<file path="src/rtl/rho_rotate.sv">
// Keccak rho stage: buffers a 5x5xLANE_W state slice-by-slice and re-emits it with every lane rotated left by its rho offset.
// Optional macro RHO_PINGPONG_EN adds a second bank so loading the next frame overlaps emission of the current one.
module rho_rotate #(
  parameter  int LANE_W = 64,
  localparam int ZW     = $clog2(LANE_W)
) (
  input  logic          clk,
  input  logic          rst,
  input  logic          in_valid,
  output logic          in_ready,
  input  logic [24:0]   in_slice,
  output logic          out_valid,
  input  logic          out_ready,
  output logic [24:0]   out_slice,
  output logic [ZW-1:0] out_z,
  output logic          finish
);

  localparam int            NL     = 25;
  localparam logic [ZW-1:0] Z_LAST = ZW'(LANE_W - 1);

  // Offsets indexed by lane number 5*y + x.
  localparam int RHO_OFS [NL] = '{
     0,  1, 62, 28, 27,
    36, 44,  6, 55, 20,
     3, 10, 43, 25, 39,
    41, 45, 15, 21,  8,
    18,  2, 61, 56, 14
  };

  logic          w_in_xfer;
  logic          w_out_xfer;
  logic          w_in_last;
  logic          w_out_last;
  logic [ZW-1:0] r_wz;
  logic [ZW-1:0] r_rz;
  logic          r_finish;

  assign w_in_xfer  = in_valid && in_ready;
  assign w_out_xfer = out_valid && out_ready;
  assign w_in_last  = w_in_xfer && (r_wz == Z_LAST);
  assign w_out_last = w_out_xfer && (r_rz == Z_LAST);

  assign out_z  = r_rz;
  assign finish = r_finish;

  always_ff @(posedge clk or negedge rst) begin
    if (!rst) begin
      r_wz     <= '0;
      r_rz     <= '0;
      r_finish <= 1'b0;
    end else begin
      if (w_in_xfer)  r_wz <= r_wz + ZW'(1);
      if (w_out_xfer) r_rz <= r_rz + ZW'(1);
      r_finish <= w_out_last;
    end
  end

`ifdef RHO_PINGPONG_EN
  // r_wb: bank being loaded, r_eb: bank being emitted; r_full marks banks holding an unemitted frame.
  logic              r_wb;
  logic              r_eb;
  logic [1:0]        r_full;
  logic [1:0]        w_full_next;
  logic [LANE_W-1:0] r_buf [2][NL];

  always_comb begin
    w_full_next = r_full;
    if (w_in_last)  w_full_next[r_wb] = 1'b1;
    if (w_out_last) w_full_next[r_eb] = 1'b0;
  end

  always_ff @(posedge clk or negedge rst) begin
    if (!rst) begin
      r_wb   <= 1'b0;
      r_eb   <= 1'b0;
      r_full <= 2'b00;
    end else begin
      r_full <= w_full_next;
      if (w_in_last)  r_wb <= ~r_wb;
      if (w_out_last) r_eb <= ~r_eb;
    end
  end

  assign in_ready  = !r_full[r_wb];
  assign out_valid = r_full[r_eb];

  always_ff @(posedge clk) begin
    if (w_in_xfer) begin
      for (int i = 0; i < NL; i++) begin
        r_buf[r_wb][i][r_wz] <= in_slice[i];
      end
    end
  end
`else
  typedef enum logic {S_LOAD, S_EMIT} state_t;

  state_t            r_state;
  state_t            w_state_next;
  logic [LANE_W-1:0] r_buf [NL];

  always_ff @(posedge clk or negedge rst) begin
    if (!rst) r_state <= S_LOAD;
    else      r_state <= w_state_next;
  end

  always_comb begin
    w_state_next = r_state;
    case (r_state)
      S_LOAD:  if (w_in_last)  w_state_next = S_EMIT;
      S_EMIT:  if (w_out_last) w_state_next = S_LOAD;
      default: w_state_next = S_LOAD;
    endcase
  end

  always_comb begin
    in_ready  = (r_state == S_LOAD);
    out_valid = (r_state == S_EMIT);
  end

  always_ff @(posedge clk) begin
    if (w_in_xfer) begin
      for (int i = 0; i < NL; i++) begin
        r_buf[i][r_wz] <= in_slice[i];
      end
    end
  end
`endif

  // Each lane reads its own bit position, so the buffer is per-lane registers rather than a slice-wide RAM.
  generate
    for (genvar gi = 0; gi < NL; gi++) begin : g_lane
      localparam logic [ZW-1:0] OFS = ZW'(RHO_OFS[gi] % LANE_W);
      wire [ZW-1:0] w_idx = r_rz - OFS;
`ifdef RHO_PINGPONG_EN
      assign out_slice[gi] = r_buf[r_eb][gi][w_idx];
`else
      assign out_slice[gi] = r_buf[gi][w_idx];
`endif
    end
  endgenerate

endmodule
</file>
<file path="config.mk">
export PLATFORM = sky130hd
export DESIGN_NAME = rho_rotate
export DESIGN_NICKNAME = d
export VERILOG_FILES = /design/src/rtl/rho_rotate.sv
export SDC_FILE = /design/constraint.sdc
export NUM_CORES = 2
export LEC_CHECK = 0
export ABC_AREA = 1
export CELL_PAD_IN_SITES_DETAIL_PLACEMENT = 1
export CELL_PAD_IN_SITES_GLOBAL_PLACEMENT = 1
export CORE_UTILIZATION = 50
export CTS_CLUSTER_DIAMETER = 200
export CTS_CLUSTER_SIZE = 40
export DETAILED_ROUTE_END_ITERATION = 10
export HOLD_SLACK_MARGIN = 0.05
export PLACE_DENSITY_LB_ADDON = 0.1
export SLEW_MARGIN = 5
export SYNTH_ARGS = -nofsm -noshare
export SYNTH_HDL_FRONTEND = slang
export SYNTH_SLANG_ARGS = --single-unit
</file>
<file path="constraint.sdc">
create_clock -name clk -period 4.7 [get_ports clk]
set_input_delay 0.705 -clock clk [delete_from_list [all_inputs] [get_ports clk]]
set_output_delay 0.705 -clock clk [all_outputs]
set_load 0.02 [all_outputs]
</file>
Word-level counts from Yosys, hierarchy flattened --
Memory sizes are Yosys's and may differ from the RTL's. Cells that the tools add are included.
Storage, ports and cells: memories kept 1, bits of input ports 29, register bits after elaboration 14, bits in writable memories 1600, output and inout port bits 34, word-level logic and storage cells 123
Operators by class: order comparisons 27, equal/unequal tests 2, reduce and logical (&&, ||, !) cells 5, mux-type cells 57, bitwise gates (word level) 1, add/subtract/negate cells 26
Memory list:
- r_buf | depth 25, width 64, rd ports 25, clocked after Yosys merged registers in 0, wr ports 25, line 100 | logic [LANE_W-1:0] r_buf [NL];
Operators by type and width (count):
- $lt 6x7->1 const B | 26
- $bmux 1 s6 | 25
- $mux 64 | 1
- $sub 6x6->6 const B | 10
- $sub 6x5->6 const B | 6
- $mux 1 | 29
- $sub 6x4->6 const B | 4
- $add 6x1->6 const B | 2
- $eq 6x6->1 const B | 2
- $sub 6x2->6 const B | 2
- $demux 1 s6 | 1
- $ge 6x1->1 const B | 1
- $sub 6x1->6 const B | 1
- $sub 6x3->6 const B | 1
- $logic_and 1x1->1 | 5
- $pmux 1 s2 | 1
- $not 1->1 | 1

Logic depth before layout (Yosys ltp) --
word-level depth 5, mapped depth 18, gate-level depth less buffers 10

Worst setup path before layout --
Ideal clock, no wire load.
path type register to output, from register r_rz[1], in the netlist out_z[1], to output out_slice[22], cell stages (with the launch flop) 16, arrival time 2788 ps, path slack 1207 ps, required time 3995 ps, path buffers 6, path through dfrtp_1 buf_2 inv_2 clkbuf_1 buf_2 ha_1 buf_2 inv_1 clkbuf_1 clkbuf_1 nand3_1 nand3_1 nand3_1 nand3_1 nand3_1 nand2_1
Between the ends: word-level cells in the longest chain between the ends 3
RTL lines:
- start: declaration | line 36 | logic [ZW-1:0] r_rz;
- start signal: assignment | line 54 | if (w_out_xfer) r_rz <= r_rz + ZW'(1);
- $sub 6x6->6 | line 134 | wire [ZW-1:0] w_idx = r_rz - OFS;
- $bmux 1 s6 | line 138 | assign out_slice[gi] = r_buf[gi][w_idx];
- $mux 1 (implied by the code) | line 138
- end: declaration | line 14 | output logic [24:0] out_slice,
Every way passes these cells. The select of a mux whose other input is x is not followed.

Worst setup path in the final report --
from register r_rz[2], in the netlist out_z[2], to output out_slice[24]
Between the ends: word-level cells in the longest chain between the ends 3
RTL lines (line):
- $sub 6x4->6 | 134
- $bmux 1 s6 | 138
- $mux 1 (implied by the code) | 138
Every way passes these cells. The select of a mux whose other input is x is not followed.

==> impl_results.md <==
- Max Clock Skew: roughly 0.05 ns
- Wire length of the first global-routing pass: between 300000 and 400000 um
- CTS tree: done
- Worst ir drop on vdd: about 0.00096 V
- Insertion delay to the later sink of the worst-skew pair: between 0.7 and 0.8 ns
- GR met1 Demand/Resource: between 40% and 50%
- Tmin final: 4.68 ns
- Pin slew with the least headroom to its limit: 1.25 ns
- Layout Nets: a little over 6000
- Die Area: 0.138 mm2
- Most used routing layer in global routing: met2
- Die Span Y: around 370 um
- Layout Area Growth over Synthesis: 7.41%
- Num rows: 135
- Yosys warning count: 0
- Antenna Violating Nets Remaining: 0
- Sequential-to-total area share from yosys stat: between 70% and 80%
- I/O Buffers: 62
- Most common cell after layout, fill and taps aside: sky130_fd_sc_hd__nand2_1
- Clock input transition at the sequential cells of the worst setup and hold paths: around 0.17 ns
- Area taken by multi-input logic gates: 0.0167 mm2
- Post-placement worst setup slack: ~0.27 ns
- Remaining global-route overflow: 0
- Post-synthesis sequential element count: between 1500 and 2000
- Global-route usage over all layers: 31.8%
- WL final: 222000 um
- Max H-tree Level: 2
- Via count of the routed design: 46800
- Most frequent cells in the layout: sky130_fd_sc_hd__nand2_1, sky130_fd_sc_hd__edfxtp_1, sky130_fd_sc_hd__nand3_1, sky130_fd_sc_hd__inv_1, sky130_fd_sc_hd__nor2_1
- Outcome: finished, final reports clean
- Net switching fraction of the power: between 40% and 50%
- Master cell of the clock root buffer: sky130_fd_sc_hd__clkbuf_16
- Count of TritonRoute iterations in the first routing pass: 5
- Switching component of the power: between 20 and 25 mW
- Maximum operating frequency: 214 MHz
- Worst setup slack after layout: between 0.015 and 0.02 ns
- Leakage component of the power: about 28 nW
- Vias in the first global route: ~47000
- Cell area after synthesis: about 0.07 mm2
- Critical path data arrival time: ~4.0 ns
- Count of final max-slew check failures: 0
- Number of buffers added by the clock tree synthesis step: 46
- Min-delay worst type: input pin to async pin
- Maximum root-to-sink buffer count: 3
- Met2 Usage GRT: 52.3%
- Fraction of the cycle the final worst path needs: 99.6%
- Maximum number of pins on one net before global-route repair: 177
- Placer Congestion: roughly 0.87
- Final Util: 54.1%
- FFs w/ async S/R, synth: less than 1%
- Sequential Power Share: about 34%
- Worst hold slack after final layout: about 0.33 ns
- Register area: between 0.04 and 0.05 mm2
- Post-Synthesis Cells: between 6000 and 7000
- Clk pwr share: about 14%
- Hold Vio Cnt, Final: 0
- Number of vias per cell after detailed routing: around 6
- Power density over cell area: about 630 mW/mm2
- Detailed placer's ending HPWL: approximately 130000 um
- Final setup fails: 0
- Sinks on Clock Net: ~1600
- Routed len/inst: around 28 um
- Initial antenna violation count: 2
- Share of cells above drive strength 1: 6.47%
- Number of synthesized flops with an enable pin: between 1500 and 2000
- Pint: roughly 25 mW
- Placed Cells incl. Taps: between 7000 and 8000
- Setup CP Type: register to output pin
- Post-Synthesis Mean Instance Area: 11.1 um2
- Kind of start point of the critical path: register
- I/O pin count: 63
- Worst Path Required: between 3 and 4 ns
- Core area: about 0.14 mm2
- Worst setup EP type: output pin
- Iteration-0 DRC Markers: 5173
- Max transition margin: between 15 and 20%
- Count of different cell masters after synthesis: 30
- Effective utilization at floorplan: slightly above 50%
- Synth Net Count: 6208
- Number of max-cap violations: 0
- Worst-path fanout max: 48
- Synth Flop Type: sky130_fd_sc_hd__edfxtp_1
- Met3 GRT Util: roughly 3.3%
- Post-route non-filler standard cell count: between 7000 and 8000
- Hold buffer count at cts: 0
- DIE WIDTH: 371 um
- Filler cells: roughly 14000
- Post-detailed-route DRC marker count: 0
- Part of the total power dissipated in combinational logic: between 50% and 60%
- # diodes: 0
-- critical path, cell delays in order (launching register included) --
cell	delay [ns]
sky130_fd_sc_hd__dfrtp_4	0.53
sky130_fd_sc_hd__inv_2	0.14
sky130_fd_sc_hd__ha_2	0.40
sky130_fd_sc_hd__buf_6	0.51
sky130_fd_sc_hd__nand3_1	0.21
sky130_fd_sc_hd__nand3_1	0.13
sky130_fd_sc_hd__nand3_1	0.19
sky130_fd_sc_hd__nand3_1	0.36
sky130_fd_sc_hd__nand2_1	0.17
sky130_fd_sc_hd__clkdlybuf4s50_1	0.57
-- synthesized netlist by cell type, drive strengths merged (4+ instances only) --
cell type	number	area (um2)
a21oi	4	20.0
nand3	1116	5590
xnor2	4	35.0
clkbuf	95	358
nand2	2124	7980
inv	455	1710
buf	246	1530
ha	20	250
nor2	279	1050
dfrtp	14	350
xor2	46	418
edfxtp	1600	48000
o21ai	138	691
nor3	12	60.1
-- layout make-up --
class                   count  share of cell area [%]
multi-input cells        3748                    22.8
repair buffers            275                    3.64
clock inverters             1                  0.0410
clock buffers              85                    1.86
inverters                 456                    2.40
flip-flops and latches   1614                    66.2
well taps                1781                    3.05
-- sequential cells by signal, summed over array words and instances, names as in the netlist --
| signal | count |
|---|---|
| r_buf | 1600 |
| out_z | 6 |
| r_wz | 6 |
| finish | 1 |
| out_valid | 1 |
-- cells by family (layout without fill, tap and decap cells) --
kind of cell | Yosys count | in the layout | share of synthesized area [%]
buffers and inverters | 797 | 817 | 5.29
adders and majority gates | 20 | 20 | 0.367
and+or+nand+nor | 3535 | 3535 | 21.6
DFF | 1614 | 1614 | 71.1
xor gates and xnor gates | 50 | 50 | 0.665
AOI/OAI and AO/OA | 143 | 143 | 1.05
-- per-layer routing --
metal	share of wire, %	wire length (um)
met5	0	0
met4	3.8	8360
met3	6.5	14500
met2	48	107000
met1	42	92600
-- metrics by stage --
stage,setup TNS [ns],total power [mW],cell area [um2]
floorplan,0,29.6,68100
global placement,0,38.9,71200
detailed placement,0,39.3,71200
CTS,-0.0352,45.8,72900
global route,-0.0941,48.2,73200
finish,0,46.3,73200
-- power by group through the flow --
stage	Sequential, mW	Clock (mW)	Combinational [mW]
5_1_grt	15.9	6.69	25.6
3_5_place_dp	16.3	0	23.0
6_report	15.9	6.26	24.2
3_3_place_gp	16.3	0	22.7
2_1_floorplan	16.2	0	13.4
4_1_cts	15.9	6.33	23.5
-- what timing repair did --
item | 4_1_cts | 5_1_grt
pin swaps | 1 | 0
setup buffers | 8 | 10
cloned | 3 | 3
resized for setup | 21 | 28
setup endpoints to repair | 17 | 14
-- final timing paths --
path                                           start                 endpoint  slack (ns)  depth (start not counted)
max in group asynchronous                        rst     out_z[1]$_DFFE_PN0P_        4.08                          2
worst max-delay path            out_z[2]$_DFFE_PN0P_            out_slice[24]        0.02                          9
min in group clk                         in_slice[5]  r_buf[0][326]$_DFFE_PP_        0.45                          1
worst min register to register   r_wz[1]$_DFFE_PN0P_      r_wz[1]$_DFFE_PN0P_        0.67                          2
worst max register to register   r_wz[0]$_DFFE_PN0P_  r_buf[0][407]$_DFFE_PP_        1.52                          7
worst min-delay path                             rst      r_wz[1]$_DFFE_PN0P_        0.33                          2
Note: power is estimated with default switching activity, not from simulation.
